`config.mk`:
```
export PLATFORM = sky130hd
export DESIGN_NAME = tx_resp_packer
export DESIGN_NICKNAME = d
export VERILOG_FILES = /design/src/rtl/tx_resp_packer.sv
export SDC_FILE = /design/constraint.sdc
export NUM_CORES = 1
export LEC_CHECK = 0
export BUFFER_PORTS_ARGS = -buffer_cell sky130_fd_sc_hd__buf_4
export CAP_MARGIN = 30
export CORE_MARGIN = 1.5
export CORE_UTILIZATION = 45
export DETAILED_ROUTE_END_ITERATION = 12
export HOLD_SLACK_MARGIN = 0.08
export SETUP_SLACK_MARGIN = 0.15
export SLEW_MARGIN = 25
export SYNTH_ARGS = -nofsm -noshare
export SYNTH_HDL_FRONTEND = slang
export SYNTH_SLANG_ARGS = --single-unit
```
`constraint.sdc`:
```
create_clock -name clk -period 4.75 [get_ports clk]
set_clock_uncertainty 0.05 [all_clocks]
set_input_delay 0.2375 -clock clk [delete_from_list [all_inputs] [get_ports clk]]
set_output_delay 0.2375 -clock clk [all_outputs]
set_load 0.02 [all_outputs]
```
`src/rtl/tx_resp_packer.sv`:
```
// Response packer: queues 8-bit read data and 16-bit ALU results as a byte stream
// and presents them one at a time to the TX synchronizer, closed by the synced UART busy.
//
// state   | meaning
// IDLE    | wait for a queued byte and busy low, then pop and present it
// PRESENT | tx_valid held; wait for busy rise or give up after BUSY_TO cycles
// DRAIN   | tx_valid low; wait for busy to fall
module tx_resp_packer #(
  parameter int DEPTH   = 8,
  parameter int BUSY_TO = 1024
) (
  input  logic        clk,
  input  logic        rst_n,
  input  logic [7:0]  rd_data,
  input  logic        rd_vld,
  input  logic [15:0] alu_out,
  input  logic        alu_vld,
  input  logic        busy_sync,
  input  logic        clr_err,
  output logic [7:0]  tx_data,
  output logic        tx_valid,
  output logic        full,
  output logic        ovf,
  output logic        to_err
);

  localparam int AW = $clog2(DEPTH);
  localparam int CW = AW + 1;
  localparam int TW = (BUSY_TO > 1) ? $clog2(BUSY_TO) : 1;

  typedef enum logic [1:0] {IDLE, PRESENT, DRAIN} state_t;

  state_t          state, state_nxt;
  logic [7:0]      mem [DEPTH];
  logic [AW-1:0]   wr_ptr, rd_ptr, alu_ptr;
  logic [CW-1:0]   count, free_slots, free_after_rd, push_cnt;
  logic [TW-1:0]   timer;
  logic            rd_acc, alu_acc, drop;
  logic            pop, timer_load, timer_dec, timeout, tx_valid_nxt;

  // Admission uses the count at the start of the cycle; a same-cycle pop is not credited.
  always_comb begin
    free_slots    = CW'(DEPTH) - count;
    rd_acc        = rd_vld && (free_slots != '0);
    free_after_rd = free_slots - {{(CW-1){1'b0}}, rd_acc};
    alu_acc       = alu_vld && (free_after_rd >= CW'(2));
    drop          = (rd_vld && !rd_acc) || (alu_vld && !alu_acc);
    push_cnt      = {{(CW-1){1'b0}}, rd_acc} + (alu_acc ? CW'(2) : CW'(0));
    alu_ptr       = wr_ptr + {{(AW-1){1'b0}}, rd_acc};
  end

  always_comb begin
    state_nxt    = state;
    pop          = 1'b0;
    timer_load   = 1'b0;
    timer_dec    = 1'b0;
    timeout      = 1'b0;
    tx_valid_nxt = tx_valid;
    case (state)
      IDLE: begin
        if ((count != '0) && !busy_sync) begin
          pop          = 1'b1;
          timer_load   = 1'b1;
          tx_valid_nxt = 1'b1;
          state_nxt    = PRESENT;
        end
      end
      PRESENT: begin
        if (busy_sync) begin
          tx_valid_nxt = 1'b0;
          state_nxt    = DRAIN;
        end else if (timer == '0) begin
          timeout      = 1'b1;
          tx_valid_nxt = 1'b0;
          state_nxt    = DRAIN;
        end else begin
          timer_dec = 1'b1;
        end
      end
      DRAIN: begin
        tx_valid_nxt = 1'b0;
        if (!busy_sync) state_nxt = IDLE;
      end
      default: begin
        tx_valid_nxt = 1'b0;
        state_nxt    = IDLE;
      end
    endcase
  end

  always_ff @(posedge clk or negedge rst_n) begin
    if (!rst_n) begin
      state    <= IDLE;
      wr_ptr   <= '0;
      rd_ptr   <= '0;
      count    <= '0;
      timer    <= '0;
      tx_data  <= '0;
      tx_valid <= 1'b0;
      ovf      <= 1'b0;
      to_err   <= 1'b0;
    end else begin
      state    <= state_nxt;
      tx_valid <= tx_valid_nxt;
      wr_ptr   <= wr_ptr + push_cnt[AW-1:0];
      count    <= count + push_cnt - {{(CW-1){1'b0}}, pop};
      if (pop) begin
        tx_data <= mem[rd_ptr];
        rd_ptr  <= rd_ptr + AW'(1);
      end
      // Down-counter: loaded with BUSY_TO-1, terminal count at zero.
      if (timer_load)     timer <= TW'(BUSY_TO - 1);
      else if (timer_dec) timer <= timer - TW'(1);
      if (drop)         ovf <= 1'b1;
      else if (clr_err) ovf <= 1'b0;
      if (timeout)      to_err <= 1'b1;
      else if (clr_err) to_err <= 1'b0;
    end
  end

  // Only free slots are written, so the head being popped is never overwritten.
  always_ff @(posedge clk) begin
    if (rd_acc) mem[wr_ptr] <= rd_data;
    if (alu_acc) begin
      mem[alu_ptr]          <= alu_out[7:0];
      mem[alu_ptr + AW'(1)] <= alu_out[15:8];
    end
  end

  assign full = (count == CW'(DEPTH));

endmodule

```
# Word level (Yosys, flattened, before mapping)
# Memories as Yosys holds them, arrays and structs flattened. A register that Yosys moved wholly into a read port is not among the register bits.
# Cells that the tools add are included.
word_totals:
  ff_bits: 25
  mem_bits_rw: 64
  in_bits: 30
  output_inout_bits: 12
  n_memories: 1
op_classes:
  add_sub_neg: 10
  order_cmp: 1
  eq_ne: 6
  muxes: 27
  n_reduce_logical: 19
mem_list:
  columns: ["memory", "words", "word_bits", "rd", "rd_clocked_by_memory_dff", "write_ports", "line", "source"]
  rows:
  - ["mem", 8, 8, 1, 1, 3, "34", "logic [7:0] mem [DEPTH];"]
op_table:
  columns: ["cell", "count"]
  rows:
  - ["$mux W10", 2]
  - ["$mux W1", 18]
  - ["$logic_not A10 Y1", 1]
  - ["$mux W2", 5]
  - ["$sub A10 B1 Y10 const B", 1]
  - ["$reduce_bool A4 Y1", 2]
  - ["$sub A4 B1 Y4", 2]
  - ["$add A3 B1 Y3 const B", 2]
  - ["$pmux W2 S3", 1]
  - ["$reduce_bool A2 Y1", 3]
  - ["$logic_and A1 B1 Y1", 5]
  - ["$add A4 B3 Y4", 1]
  - ["$eq A4 B4 Y1 const B", 1]
  - ["$ge A4 B2 Y1 const B", 1]
  - ["$logic_not A1 Y1", 4]
  - ["$ne A2 B2 Y1 const B", 2]
  - ["$sub A4 B4 Y4 const A", 1]
  - ["$add A1 B2 Y3", 1]
  - ["$add A3 B1 Y3", 1]
  - ["$add A3 B3 Y3", 1]
  - ["$ne A3 B3 Y1 const B", 1]
  - ["$reduce_and A3 Y1", 1]
  - ["$eq A2 B1 Y1 const B", 1]
  - ["$eq A2 B2 Y1 const B", 1]
  - ["other kinds (4)", 4]

# Logic depth before layout (Yosys ltp)
logic_depth:
  word_depth: 10
  mapped_depth: 20
  mapped_depth_nobuf: 18

# Worst setup path after synthesis
# Ideal clock, no wire load.
synth_path:
  kind: "reg2reg"
  startpoint: "register count[0]"
  endpoint: "register count[3]"
  setup_ns: 0.079
  arrival_time_ns: 3.680
  path_slack_ns: 0.941
  stages_incl_launch_ff: 21
  n_path_buf: 2
  cell_sequence: "dfrtp_1 > inv_1 > ha_1 > nand4_1 > nand2_1 > inv_1 > ha_1 > ha_1 > nand2_1 > or4b_1 > o31ai_1 > buf_6 > nor2_1 > buf_2 > nand2_1 > ha_1 > inv_1 > ha_1 > a21o_1 > a21oi_1 > xor2_1"
synth_between:
  elab_chain_cells: 10
  word_cells_on_any_way: 14
  classes_between: "add/sub (5); order compare (1); mux (3); reduce/logical (5)"
synth_lines:
  columns: ["item", "line", "source"]
  rows:
  - ["from (decl)", "36", "logic [CW-1:0] count, free_slots, free_after_rd, push_cnt;"]
  - ["from (signal assigned)", "106", "count <= count + push_cnt - {{(CW-1){1'b0}}, pop};"]
  - ["$sub A4 B4 Y4", "43", "free_slots = CW'(DEPTH) - count;"]
  - ["$reduce_bool A4 Y1", "44", "rd_acc = rd_vld && (free_slots != '0);"]
  - ["$logic_and A1 B1 Y1", "44", null]
  - ["$sub A4 B1 Y4", "45", "free_after_rd = free_slots - {{(CW-1){1'b0}}, rd_acc};"]
  - ["$ge A4 B2 Y1", "46", "alu_acc = alu_vld && (free_after_rd >= CW'(2));"]
  - ["$logic_and A1 B1 Y1", "46", null]
  - ["$mux W2", "48", "push_cnt = {{(CW-1){1'b0}}, rd_acc} + (alu_acc ? CW'(2) : CW'(0));"]
  - ["$add A1 B2 Y3", "48", null]
  - ["$add A4 B3 Y4", "106", null]
  - ["$sub A4 B1 Y4 (*)", "106", null]
# Mark *: on every way between the ends. The rest lies on a longest branch, timed or not.
# A chain may end at the register's enable or synchronous reset.

==> impl_metrics.tcl <==
set metrics [dict create \
    status "complete, no violations" \
    die_area_um2 13800 \
    reg2reg_setup_slack_ps 580 \
    num_rows 41 \
    finalSetupViolCount 0 \
    initial_core_util_pct 46.34 \
    nNetsFinal 594 \
    top_usage_layer "met2" \
    grt_use_met3_pct 5.039 \
    area_growth_pct 13.03 \
    start_kind "flop" \
    syn_nets 565 \
    crit_path_end_kind "flop" \
    via_count 4530 \
    period_share_pct 87.80 \
    insertion_delay_ps 360 \
    path_clk_slew_ps 60 \
    root_buffer "clkbuf_16" \
    worstPathMaxFanout 13 \
    drt_iter0_drc 452 \
    grt_pass1_vias 4553 \
    tns_ps 0 \
    antenna_found_initial 0 \
    ys_dominant_reg_cell "edfxtp_1" \
    antenna_cells 0 \
    grt.total_usage_pct 24.25 \
    hold_viol_final 0 \
    max-slew-margin-rel_pct 39.37 \
    synth_warnings 0 \
    avgSynthCellArea_um2 11.38 \
    die_h_um 117.5 \
    tritoncts "built" \
    use_met2_pct 39.04 \
    yosysSeqAreaShare_pct 46.60 \
    utilization_pct 52.38 \
    critPathKind "flop to flop" \
    r2r-end "mem[2][2]$_DFFE_PP_" \
    mappedNetlistArea_um2 5896 \
    hold_depth 2 \
    core_um2 12720 \
    port_buffers 41 \
    maxCapViolCount 0 \
    cts_buffer_depth 2 \
    synthArstFlopShare_pct 34.02 \
    finalCriticalPeriod_ps 4171 \
    drc 0 \
    htree_levels 3 \
    grt_max_degree 34 \
    grt_util_met1_pct 32.97 \
    slew_viol_final 0 \
    r2r-start "count[0]$_DFF_PN0_" \
    final_antenna_net_count 0 \
    drt-pass1-iter-count 8 \
    grt_pass1_wl_um 25490 \
    ys_types 56 \
    cts_sinks 97 \
    critPathArrivalTime_ps 4100 \
    drive_above_1_share_pct 21.56 \
    ys_ff_latch 97 \
    fillers 1156 \
    syn_inst 518 \
    place_congestion 0.9458 \
    vias_per_cell 6.257 \
    wl_um 16190 \
    die_w_um 117.5 \
    hold_start "rd_vld" \
    wl_per_cell_um 22.36 \
    whs_endpoint "ovf$_DFFE_PN0P_" \
    reg2regPathDepth 14 \
    worst_pin_slew_ps 907.6 \
    synth_edf_count 64 \
    cts-buffers-inserted 9 \
    fmax_mhz 239.8 \
    holdCritPathClass "input pin to flop" \
    io_pins 42 \
    overflow 0 \
    crit_required_ps 4680 \
    hpwlAfterDp_um 12160 \
    rsz0062_at_grt "no" \
]
-- placed cells by master, fill, tap and decap left out, types with 11 or more instances in the layout --
cell	instances
edfxtp_1	64
buf_4	53
nand2_1	41
o22ai_1	35
dfrtp_1	33
a2bb2oi_1	32
a22oi_1	32
o22a_1	32
nor2_1	25
inv_1	20
or2_2	16
mux4_2	16
ha_1	15
mux2i_1	12
o21ai_0	11
-- repair_timing --
| item | CTS | global route |
|---|---|---|
| buffers inserted | 0 | 0 |
| gates resized for setup | 0 | 0 |
| hold endpoints to repair | 34 | 0 |
| hold buffers | 2 | 0 |
-- cell type report --
type | instances | area, um^2 | share of cell area [%]
clock inverter | 4 | 50.05 | 0.7510
tap | 172 | 215.2 | 3.229
sequential | 97 | 2748 | 41.23
multi-input combinational | 362 | 2890 | 43.37
clock buffer | 12 | 256.5 | 3.849
inverter | 21 | 78.83 | 1.183
timing repair buffer | 56 | 425.4 | 6.384
-- critical path: stages, from the launching register on --
cell,delay [ps]
dfrtp_1,430
inv_1,110
ha_1,270
nand4_1,140
nand2_1,120
inv_1,90
ha_1,210
ha_1,420
ha_1,290
xnor3_2,370
and2_1,360
nand2_1,150
a211oi_4,220
buf_4,190
o21bai_1,370
-- worst max-delay path by stage --
stage	slack [ps]	endpoint	depth (start not counted)	start
2_1_floorplan	940	count[3]$_DFF_PN0_	20	count[0]$_DFF_PN0_
3_3_place_gp	760	mem[2][1]$_DFFE_PP_	14	count[0]$_DFF_PN0_
3_5_place_dp	580	mem[2][6]$_DFFE_PP_	14	count[0]$_DFF_PN0_
4_1_cts	560	mem[2][7]$_DFFE_PP_	14	count[0]$_DFF_PN0_
5_1_grt	300	mem[2][7]$_DFFE_PP_	14	count[0]$_DFF_PN0_
6_report	580	mem[2][2]$_DFFE_PP_	14	count[0]$_DFF_PN0_
-- metal layers --
layer	routed length, um	share of wire (%)
met3	1268	7.8
met5	0	0
met4	323	2.0
met2	7629	47
met1	6964	43
-- state kept, by name, indices dropped and copies added, names as in the netlist, 2 cells and up --
name and count:
wr_ptr 3, timer 10, rd_ptr 3, mem 64, tx_data 8, state 2, count 4
-- cells in the mapped netlist (2+ instances only) --
cell / instances / area [um^2]
buf_6: 2 / 22.52
nor3b_1: 2 / 15.01
fa_1: 2 / 40.04
nor2_1: 26 / 97.59
edfxtp_1: 64 / 1922
a22oi_1: 32 / 240.2
nand3b_1: 3 / 22.52
ha_1: 15 / 187.7
nand2b_1: 7 / 43.79
o21bai_1: 8 / 60.06
inv_1: 20 / 75.07
nor2b_1: 3 / 18.77
o22ai_1: 35 / 219.0
buf_1: 13 / 48.80
nor4_1: 3 / 18.77
dfrtp_1: 33 / 825.8
and2_1: 6 / 37.54
a2bb2oi_1: 32 / 280.3
or2_2: 16 / 100.1
mux4_2: 16 / 360.4
o22a_1: 32 / 280.3
xnor2_1: 6 / 52.55
o21ai_0: 11 / 55.05
nand3_1: 6 / 30.03
buf_4: 4 / 30.03
mux2i_1: 12 / 120.1
buf_2: 11 / 55.05
nor3_1: 6 / 30.03
xor2_1: 7 / 61.31
a211oi_4: 2 / 40.04
nor3_2: 5 / 50.05
a21oi_1: 7 / 35.03
clkbuf_1: 8 / 30.03
nand2_1: 41 / 153.9
-- cells by family (layout without fill, tap and decap cells) --
group                    count (synthesis)  after routing  share of synthesized area, %
buffers and inverters                   59             93                         4.499
AO/OA/AOI/OAI                          166            166                         21.60
adder cells (fa/ha/maj)                 17             17                         3.863
multiplexers                            29             29                         8.341
flip-flops                              97             97                         46.60
AND/OR/NAND/NOR                        134            134                         11.95
XOR/XNOR                                16             16                         3.141
-- through the flow --
step | setup slack, ps | hold WS [ps] | cell area [um^2] | instances
6_report | 579.4 | 90.88 | 6664 | 724
3_5_place_dp | 581.8 | 164.0 | 6330 | 705
4_1_cts | 560.6 | 85.34 | 6656 | 723
3_3_place_gp | 761.6 | 159.3 | 6330 | 705
5_1_grt | 298.3 | 85.44 | 6664 | 724
2_1_floorplan | 940.6 | -108.1 | 5896 | 518
Power is left out: the tool's default activity adds up to more than one toggle a clock period on the data nets, which glitch-free logic cannot reach.
